--- config.mk ---
export PLATFORM = sky130hd
export DESIGN_NAME = nrf_spi_master_flat
export DESIGN_NICKNAME = d
export VERILOG_FILES = /design/src/rtl/nrf_spi_pkg.sv /design/src/rtl/nrf_spi_master_if.sv /design/src/rtl/nrf_spi_master.sv /design/src/flat_wrapper.sv
export SDC_FILE = /design/constraint.sdc
export NUM_CORES = 1
export LEC_CHECK = 0
export ABC_AREA = 1
export CORE_UTILIZATION = 25
export DETAILED_ROUTE_END_ITERATION = 7
export GPL_ROUTABILITY_DRIVEN = 0
export PLACE_DENSITY = 0.44
export REMOVE_ABC_BUFFERS = 1
export SLEW_MARGIN = 20
export SYNTH_ARGS = -nofsm -noshare
export SYNTH_HDL_FRONTEND = slang
export SYNTH_SLANG_ARGS = --single-unit
export TNS_END_PERCENT = 10
--- constraint.sdc ---
create_clock -name clk_50 -period 1.5 [get_ports clk_50]
set_input_delay 0.3 -clock clk_50 [delete_from_list [all_inputs] [get_ports clk_50]]
set_output_delay 0.3 -clock clk_50 [all_outputs]
set_load 0.03 [all_outputs]
--- src/rtl/nrf_spi_pkg.sv ---
// ============================================================================
// Module      : nrf_spi_pkg
// Description : Shared types and constants for the nRF24L01 SPI master.
// Revision    : 1.0 - initial release
// ============================================================================
`default_nettype none

package nrf_spi_pkg;

    typedef enum logic [2:0] {
        ST_IDLE  = 3'd0,
        ST_SETUP = 3'd1,
        ST_SHIFT = 3'd2,
        ST_NEXT  = 3'd3,
        ST_HOLD  = 3'd4,
        ST_GAP   = 3'd5
    } nrf_spi_state_t;

    localparam int NRF_SPI_BITS           = 8;
    localparam int NRF_SPI_TICKS_PER_BYTE = 16;

endpackage : nrf_spi_pkg

`default_nettype wire

--- src/rtl/nrf_spi_master_if.sv ---
// ============================================================================
// Module      : nrf_spi_master_if
// Description : Byte handshake and SPI pin bundle for nrf_spi_master.
// Revision    : 1.0 - initial release
// ============================================================================
`default_nettype none

interface nrf_spi_master_if;
    import nrf_spi_pkg::*;

    logic                    tick;
    logic                    tx_valid;
    logic [NRF_SPI_BITS-1:0] tx_data;
    logic                    tx_last;
    logic                    tx_ready;
    logic                    rx_valid;
    logic [NRF_SPI_BITS-1:0] rx_data;
    logic                    busy;
    logic                    sck;
    logic                    mosi;
    logic                    miso;
    logic                    csn;

    modport master (
        input  tick, tx_valid, tx_data, tx_last, miso,
        output tx_ready, rx_valid, rx_data, busy, sck, mosi, csn
    );

    modport slave (
        output tick, tx_valid, tx_data, tx_last, miso,
        input  tx_ready, rx_valid, rx_data, busy, sck, mosi, csn
    );

endinterface : nrf_spi_master_if

`default_nettype wire

--- src/rtl/nrf_spi_master.sv ---
// ============================================================================
// Module      : nrf_spi_master
// Description : Mode-0 MSB-first byte SPI master paced by an external tick.
// Revision    : 1.0 - initial release
// ============================================================================
`default_nettype none

module nrf_spi_master
    import nrf_spi_pkg::*;
#(
    parameter int CSN_SETUP_TICKS = 2,
    parameter int CSN_HOLD_TICKS  = 2,
    parameter int CSN_IDLE_TICKS  = 4
) (
    input  wire logic         clk_50,
    input  wire logic         rst,
    nrf_spi_master_if.master  bus
);

    localparam int DLY_W = 16;

    nrf_spi_state_t          r_state, w_state_nxt;
    logic [3:0]              r_tick_cnt, w_tick_cnt_nxt;
    logic [DLY_W-1:0]        r_dly_cnt, w_dly_cnt_nxt;
    logic [NRF_SPI_BITS-1:0] r_tx_sh, w_tx_sh_nxt;
    logic [NRF_SPI_BITS-1:0] r_rx_sh, w_rx_sh_nxt;
    logic [NRF_SPI_BITS-1:0] r_rx_data, w_rx_data_nxt;
    logic                    r_rx_valid, w_rx_valid_nxt;
    logic                    r_last, w_last_nxt;
    logic                    r_sck, w_sck_nxt;
    logic                    r_mosi, w_mosi_nxt;
    logic                    r_csn, w_csn_nxt;
    logic                    r_tx_ready, w_tx_ready_nxt;
    logic                    r_busy, w_busy_nxt;
    logic                    w_accept;
    logic                    w_byte_done;

    // r_tx_ready is high only in IDLE and NEXT, so it also gates acceptance
    assign w_accept    = bus.tx_valid && r_tx_ready;
    assign w_byte_done = (r_tick_cnt == 4'(NRF_SPI_TICKS_PER_BYTE - 1));

    always_ff @(posedge clk_50 or posedge rst) begin
        if (rst) begin
            r_state <= ST_IDLE;
        end else begin
            r_state <= w_state_nxt;
        end
    end

    always_comb begin
        w_state_nxt    = r_state;
        w_tick_cnt_nxt = r_tick_cnt;
        w_dly_cnt_nxt  = r_dly_cnt;
        w_tx_sh_nxt    = r_tx_sh;
        w_rx_sh_nxt    = r_rx_sh;
        w_rx_data_nxt  = r_rx_data;
        w_rx_valid_nxt = 1'b0;
        w_last_nxt     = r_last;
        w_sck_nxt      = r_sck;
        w_mosi_nxt     = r_mosi;
        w_csn_nxt      = r_csn;

        case (r_state)
            ST_IDLE: begin
                if (w_accept) begin
                    w_tx_sh_nxt   = bus.tx_data;
                    w_mosi_nxt    = bus.tx_data[NRF_SPI_BITS-1];
                    w_last_nxt    = bus.tx_last;
                    w_csn_nxt     = 1'b0;
                    w_dly_cnt_nxt = '0;
                    w_state_nxt   = ST_SETUP;
                end
            end
            ST_SETUP: begin
                if (bus.tick) begin
                    if (r_dly_cnt == DLY_W'(CSN_SETUP_TICKS - 1)) begin
                        w_dly_cnt_nxt  = '0;
                        w_tick_cnt_nxt = '0;
                        w_state_nxt    = ST_SHIFT;
                    end else begin
                        w_dly_cnt_nxt = r_dly_cnt + 1'b1;
                    end
                end
            end
            ST_SHIFT: begin
                if (bus.tick) begin
                    if (!r_tick_cnt[0]) begin
                        w_sck_nxt      = 1'b1;
                        w_rx_sh_nxt    = {r_rx_sh[NRF_SPI_BITS-2:0], bus.miso};
                        w_tick_cnt_nxt = r_tick_cnt + 4'd1;
                    end else if (w_byte_done) begin
                        w_sck_nxt      = 1'b0;
                        w_rx_data_nxt  = r_rx_sh;
                        w_rx_valid_nxt = 1'b1;
                        w_tick_cnt_nxt = '0;
                        w_dly_cnt_nxt  = '0;
                        w_state_nxt    = r_last ? ST_HOLD : ST_NEXT;
                    end else begin
                        w_sck_nxt      = 1'b0;
                        w_mosi_nxt     = r_tx_sh[NRF_SPI_BITS-2];
                        w_tx_sh_nxt    = r_tx_sh << 1;
                        w_tick_cnt_nxt = r_tick_cnt + 4'd1;
                    end
                end
            end
            ST_NEXT: begin
                // CSN is already asserted, so the next byte skips the setup delay
                if (w_accept) begin
                    w_tx_sh_nxt    = bus.tx_data;
                    w_mosi_nxt     = bus.tx_data[NRF_SPI_BITS-1];
                    w_last_nxt     = bus.tx_last;
                    w_tick_cnt_nxt = '0;
                    w_state_nxt    = ST_SHIFT;
                end
            end
            ST_HOLD: begin
                if (bus.tick) begin
                    if (r_dly_cnt == DLY_W'(CSN_HOLD_TICKS - 1)) begin
                        w_csn_nxt     = 1'b1;
                        w_dly_cnt_nxt = '0;
                        w_state_nxt   = ST_GAP;
                    end else begin
                        w_dly_cnt_nxt = r_dly_cnt + 1'b1;
                    end
                end
            end
            ST_GAP: begin
                if (bus.tick) begin
                    if (r_dly_cnt == DLY_W'(CSN_IDLE_TICKS - 1)) begin
                        w_dly_cnt_nxt = '0;
                        w_state_nxt   = ST_IDLE;
                    end else begin
                        w_dly_cnt_nxt = r_dly_cnt + 1'b1;
                    end
                end
            end
            default: begin
                w_csn_nxt   = 1'b1;
                w_sck_nxt   = 1'b0;
                w_state_nxt = ST_IDLE;
            end
        endcase

        w_tx_ready_nxt = (w_state_nxt == ST_IDLE) || (w_state_nxt == ST_NEXT);
        w_busy_nxt     = (w_state_nxt != ST_IDLE);
    end

    always_ff @(posedge clk_50 or posedge rst) begin
        if (rst) begin
            r_tick_cnt <= '0;
            r_dly_cnt  <= '0;
            r_tx_sh    <= '0;
            r_rx_sh    <= '0;
            r_rx_data  <= '0;
            r_rx_valid <= 1'b0;
            r_last     <= 1'b0;
            r_sck      <= 1'b0;
            r_mosi     <= 1'b0;
            r_csn      <= 1'b1;
            r_tx_ready <= 1'b1;
            r_busy     <= 1'b0;
        end else begin
            r_tick_cnt <= w_tick_cnt_nxt;
            r_dly_cnt  <= w_dly_cnt_nxt;
            r_tx_sh    <= w_tx_sh_nxt;
            r_rx_sh    <= w_rx_sh_nxt;
            r_rx_data  <= w_rx_data_nxt;
            r_rx_valid <= w_rx_valid_nxt;
            r_last     <= w_last_nxt;
            r_sck      <= w_sck_nxt;
            r_mosi     <= w_mosi_nxt;
            r_csn      <= w_csn_nxt;
            r_tx_ready <= w_tx_ready_nxt;
            r_busy     <= w_busy_nxt;
        end
    end

    assign bus.tx_ready = r_tx_ready;
    assign bus.rx_valid = r_rx_valid;
    assign bus.rx_data  = r_rx_data;
    assign bus.busy     = r_busy;
    assign bus.sck      = r_sck;
    assign bus.mosi     = r_mosi;
    assign bus.csn      = r_csn;

endmodule : nrf_spi_master

`default_nettype wire

--- src/flat_wrapper.sv ---
// flat-port wrapper written by rule: the top's interface ports become plain ports
module nrf_spi_master_flat import nrf_spi_pkg::*;
#(
    parameter int CSN_SETUP_TICKS = 2,
    parameter int CSN_HOLD_TICKS  = 2,
    parameter int CSN_IDLE_TICKS  = 4
)
  (clk_50, rst, bus_tick, bus_tx_valid, bus_tx_data, bus_tx_last, bus_miso, bus_tx_ready, bus_rx_valid, bus_rx_data, bus_busy, bus_sck, bus_mosi, bus_csn);
  nrf_spi_master_if bus_i ();
  input  wire logic clk_50;
  input  wire logic rst;
  input wire logic [$bits(bus_i.tick)-1:0] bus_tick;
  input wire logic [$bits(bus_i.tx_valid)-1:0] bus_tx_valid;
  input wire logic [$bits(bus_i.tx_data)-1:0] bus_tx_data;
  input wire logic [$bits(bus_i.tx_last)-1:0] bus_tx_last;
  input wire logic [$bits(bus_i.miso)-1:0] bus_miso;
  output wire logic [$bits(bus_i.tx_ready)-1:0] bus_tx_ready;
  output wire logic [$bits(bus_i.rx_valid)-1:0] bus_rx_valid;
  output wire logic [$bits(bus_i.rx_data)-1:0] bus_rx_data;
  output wire logic [$bits(bus_i.busy)-1:0] bus_busy;
  output wire logic [$bits(bus_i.sck)-1:0] bus_sck;
  output wire logic [$bits(bus_i.mosi)-1:0] bus_mosi;
  output wire logic [$bits(bus_i.csn)-1:0] bus_csn;
  assign bus_i.tick = bus_tick;
  assign bus_i.tx_valid = bus_tx_valid;
  assign bus_i.tx_data = bus_tx_data;
  assign bus_i.tx_last = bus_tx_last;
  assign bus_i.miso = bus_miso;
  assign bus_tx_ready = bus_i.tx_ready;
  assign bus_rx_valid = bus_i.rx_valid;
  assign bus_rx_data = bus_i.rx_data;
  assign bus_busy = bus_i.busy;
  assign bus_sck = bus_i.sck;
  assign bus_mosi = bus_i.mosi;
  assign bus_csn = bus_i.csn;
  nrf_spi_master #(.CSN_SETUP_TICKS(CSN_SETUP_TICKS), .CSN_HOLD_TICKS(CSN_HOLD_TICKS), .CSN_IDLE_TICKS(CSN_IDLE_TICKS)) u_core (.clk_50(clk_50), .rst(rst), .bus(bus_i));
endmodule
After elaboration in Yosys (flattened, before gate mapping):

Index checks and enable logic that the tools add are counted.

* $add $sub $neg: 2
* $mul: 0
* div/mod/pow operators: 0
* magnitude comparators: 0
* eq/ne operators: 22
* shifts and indexed selects: 0
* multiplexer cells: 50
* bitwise operators: 3
* reductions and logical operators: 20

Operator list (number)
* $mux W16: 8
* $pmux W16 S4: 1
* $mux W3: 12
* $mux W7: 4
* $mux W4: 6
* $pmux W3 S6: 1
* $add A16 B1 Y16 const B: 1
* $eq A16 B1 Y1 const B: 1
* $eq A16 B2 Y1 const B: 1
* $ne A2 B1 Y1 const B: 8
* $pmux W7 S2: 1
* $mux W1: 13
* $pmux W4 S3: 1
* $ne A2 B2 Y1 const B: 5
* $reduce_and A5 Y1: 2
* $eq A3 B2 Y1 const B: 3
* $reduce_and A4 Y1: 2
* $reduce_and A7 Y1: 1
* $eq A3 B3 Y1 const B: 2
* $logic_not A3 Y1: 2
* $reduce_bool A3 Y1: 2
* $reduce_or A5 Y1: 1
* $add A4 B1 Y4 const B: 1
* $eq A4 B4 Y1 const B: 1
* 12 further kinds: 17

* register bits: 53
* latch bits: 0
* RAM bits: 0
* memory bits (read-only): 0
* memories: 0

Longest topological paths before layout:

* depth in word-level cells: 7
* mapped depth: 10
* mapped depth without buffers: 10

Least setup slack after synthesis:

OpenSTA, ideal clock, no wires.

* path type: reg-to-reg
* from: register u_core.r_tx_ready, in the netlist u_core.bus.tx_ready
* to: register u_core.r_dly_cnt[2]
* library setup time: 0.119 ns
* arrival: 1.387 ns
* required time: 1.381 ns
* path slack: -0.006 ns
* stages on the path, launching flop included: 9
* clock period less this slack: 1.506 ns
* cell sequence: dfstp_2 nand2_1 nand3_1 o21ai_1 nor2_2 nand2_4 buf_6 a21oi_1 nor2_1

* word-level cells in the longest chain between the ends: 3

Ends and longest elaborated chain
* start: declaration: line nrf_spi_master.sv:33 `logic r_tx_ready, w_tx_ready_nxt;`
* start signal: assignment: line nrf_spi_master.sv:173 `r_tx_ready <= w_tx_ready_nxt;`
* $logic_and A1 B1 Y1: line nrf_spi_master.sv:39 `assign w_accept = bus.tx_valid && r_tx_ready;`
* $ne A2 B1 Y1 (no line)
* $reduce_and A7 Y1 (no line)
* end signal: assignment: line nrf_spi_master.sv:164 `r_dly_cnt <= w_dly_cnt_nxt;`
* end: declaration: line nrf_spi_master.sv:24 `logic [DLY_W-1:0] r_dly_cnt, w_dly_cnt_nxt;`

No other way between the ends.
A chain may end at the register's enable or synchronous reset.

Worst setup path in the final report:

* from: register u_core.r_dly_cnt[0]
* to: register u_core.r_busy, in the netlist u_core.bus.busy

* word-level cells in the longest chain between the ends: 5
* elaborated cells on any way between the ends: 10
* those cells by class: eq/ne: 2; mux: 7; reduce/logical: 1

Ends and longest elaborated chain
* $eq A16 B2 Y1 or $eq A16 B1 Y1 (tied branches): line nrf_spi_master.sv:129, nrf_spi_master.sv:76, nrf_spi_master.sv:118
* $mux W3 (on tied branches): line nrf_spi_master.sv:129, nrf_spi_master.sv:76, nrf_spi_master.sv:118
* $mux W3 (on tied branches): line nrf_spi_master.sv:128, nrf_spi_master.sv:75, nrf_spi_master.sv:117
* $pmux W3 S6 (*): line nrf_spi_master.sv:63 `case (r_state)`
* $reduce_bool A3 Y1 (*): line nrf_spi_master.sv:145 `w_busy_nxt = (w_state_nxt != ST_IDLE);`
* named net u_core.w_busy_nxt: line nrf_spi_master.sv:34 `logic r_busy, w_busy_nxt;`
* end signal: assignment: line nrf_spi_master.sv:174 `r_busy <= w_busy_nxt;`
* end: declaration: line nrf_spi_master.sv:34

The timed path passes the listed nets; every way through them passes the cells marked *.

==> results.md <==
- Library cells used by synthesis: 35
- Share of cells above drive strength 1: ~29%
- Die width: roughly 110 um
- Hold Crit Class: primary input to async pin
- Clock buffer depth: 2
- Part of the cycle the worst path needs: 100.8%
- Antenna Nets Post-Route: 0
- H-tree lvl count: 2
- Area of the die: 0.01189 mm2
- Tmin final: roughly 1.5 ns
- Number of global-route vias before repair: between 2000 and 3000
- Synth Register Bits: 53
- Synth top area cells: dfrtp_1, nand2_1, nor2_1
- Share of the synthesized area in the top cell type: between 40% and 50%
- Area delta synth->final: 40.41%
- Rows: 38
- Synth cell count leaders: nand2_1, dfrtp_1, nor2_1
- Status: finished, violations left
- Total gr overflow: 0
- Rel. slew slack: between 70% and 80%
- All-Layer GR Usage: about 13%
- Critical Path Fanout Max: 3
- Worst Hold Slack: around 0.36 ns
- Number of port buffers: 27
- CTS tree: built
- Tightest Pin Transition: 0.3019 ns
- Clock transition at path regs: about 0.08 ns
- Async set-reset flop share out of synthesis: 100.0%
- Sequential share of the synthesized area: 46.40%
- TritonCTS sink count: 53
- Vias per Instance: 4.385
- Worst Path Required: between 1.5 and 2 ns
- Drt pass-1 iters: 4
- Syn Inst Count: about 370
- Endpoints failing setup: 2
- Post-synth EDFFs: 0
- Top FF cell, synth: dfrtp_1
- Worst setup SP type: flip-flop
- Fin area: 0.004021 mm2
- Fin. Hold Viols: 0
- Die Height: between 100 and 150 um
- Largest net degree at the start of global routing: 54
- Hold_buf cts: 0
- Failing checks: negative setup slack
- DRC errors left: 0
- VDD IR max: 0.6158 mV
- Cell Area, Synth: between 0.002 and 0.003 mm2
- DR WL met3: between 150 and 200 um
- Arrival time at the worst endpoint: approximately 1.7 ns
- Critical path class: flip-flop to flip-flop
- Leak: 0.001874 uW
- Skew-Pair Late Insertion Delay: ~0.3 ns
- Placed wire-length estimate: 4.934 mm
- I/O Pins: 28
- Ys Warns: 0
- Vias: approximately 2600
- Initial drt markers: between 100 and 150
- # diodes: 0
- Clock root buffer: clkbuf_16
- Met1 WL: around 3.3 mm
- Initial antenna violation count: 0
- Power density over the cells: ~1500 mW/mm2
- Clock skew after layout: around 0.0081 ns
- TritonCTS Buffers: 5
- Slew Limit Fails: 0
- F_max: roughly 660 MHz
- DR WL/cell: approximately 11 um
- DR WL met2: about 3.3 mm
- Pre-CTS WS: -0.2728 ns
- Placed Area: about 0.0037 mm2
- Top-count cell post-synth: nand2_1
- Syn avg cell area: ~7.7 um2
- RSZ-0062 raised after global routing: true
- Setup ws final: -0.01240 ns
- # Max-Cap Violations: 0
- First-pass GRT wire length: around 12 mm
- Routed WL: between 6 and 7 mm
- Final Net Count: between 400 and 500
- Core footprint: ~0.011 mm2
- Top routing layer in use: met4
- CP Capture Type: flip-flop
- Starting density of the core: between 20% and 30%
- Synth area leader: dfrtp_1
-- worst max-delay path, cell delays in order (launching register included) --
cell and delay, ns:
dfrtp_1 0.44, ha_2 0.20, nand2_2 0.08, nor2_4 0.05
buf_4 0.14, buf_4 0.13, nand4_1 0.07, nand2_1 0.07
nor2_2 0.13, nand2_1 0.08
-- logic make-up (layout without fill, tap and decap cells) --
family | count (synthesis) | after routing | share of synthesized area [%]
and+or+nand+nor | 189 | 189 | 29.10
AOI/OAI and AO/OA | 75 | 75 | 14.90
DFF | 53 | 53 | 46.40
buffers and inverters | 48 | 132 | 7.295
adders and majority gates | 3 | 3 | 1.311
xor gates and xnor gates | 2 | 2 | 0.6117
muxes | 1 | 1 | 0.3932
-- area by class of cell --
type / instances / area, um2
fillers: 1164 / 6962
clock inverters: 3 / 28.78
multi-input cells: 270 / 1489
inverters: 41 / 158.9
clock buffers: 5 / 125.1
flip-flops and latches: 53 / 1330
repair buffers: 83 / 714.4
well taps: 140 / 175.2
-- through the flow --
stage / setup TNS [ns] / instances / util (%) / total power (uW)
final: -0.02201 / 595 / 36.61 / 6047
after global routing: -2.260 / 595 / 36.61 / 6547
after CTS: -0.1550 / 590 / 34.89 / 5890
after detailed placement: -9.975 / 582 / 33.32 / 4553
after global placement: -8.887 / 582 / 33.32 / 4525
after floorplan: -4.758 / 364 / - / 3522
-- cell usage in the layout (no fill, tap or decap), drive strengths merged, types with 2 or more instances in the layout --
cell / instances
a21oi: 16
a31oi: 3
buf: 58
clkbuf: 5
clkdlybuf4s50: 12
dfrtp: 51
dfstp: 2
dlygate4sd2: 12
ha: 3
inv: 43
nand2: 111
nand3: 21
nand4: 7
nor2: 46
o211ai: 8
o21ai: 43
o21bai: 4
-- power breakdown --
| group | switching, uW | leakage, uW | internal, uW | total [uW] |
|---|---|---|---|---|
| clock | 591 | 0.0000763 | 642 | 1230 |
| combinational | 1650 | 0.00110 | 1190 | 2840 |
| sequential | 203 | 0.000699 | 1770 | 1980 |
-- sequential cells by signal, summed over array words and instances (netlist names) --
register and flops:
u_core.r_dly_cnt 16, u_core.bus.rx_data 8, u_core.r_rx_sh 8, u_core.r_tx_sh 7, u_core.r_tick_cnt 4, u_core.r_state 3, u_core.bus.busy 1, u_core.bus.csn 1
u_core.bus.mosi 1, u_core.bus.rx_valid 1, u_core.bus.sck 1, u_core.bus.tx_ready 1, u_core.r_last 1
-- per-layer routing --
metal	vias to the layer above	global-route usage, %
met2	23	21.65
li1	1376	-
met5	-	0
met3	5	2.690
met4	0	4.054
met1	1205	16.77
-- what timing repair did --
item / in CTS / in global routing
gates resized for setup: 23 / 39
pin swaps: 2 / 14
endpoints found under the setup margin: 37 / 46
setup buffers: 0 / 5
-- path summary, 6_finish.rpt --
path | endpoint | depth (start not counted) | slack [ns] | startpoint
worst max-delay path | u_core.bus.busy$_DFF_PP0_ | 9 | -0.01 | u_core.r_dly_cnt[0]$_DFFE_PP0P_
worst min-delay path | u_core.bus.rx_data[7]$_DFFE_PP0P_ | 3 | 0.36 | rst
worst max register to register | u_core.bus.busy$_DFF_PP0_ | 9 | -0.01 | u_core.r_dly_cnt[0]$_DFFE_PP0P_
worst min register to register | u_core.bus.csn$_DFFE_PP1P_ | 2 | 0.48 | u_core.bus.csn$_DFFE_PP1P_
max in group asynchronous | u_core.bus.csn$_DFFE_PP1P_ | 3 | 0.83 | rst
min in group clk_50 | u_core.bus.csn$_DFFE_PP1P_ | 2 | 0.48 | u_core.bus.csn$_DFFE_PP1P_
Note: power is estimated with default switching activity, not from simulation.
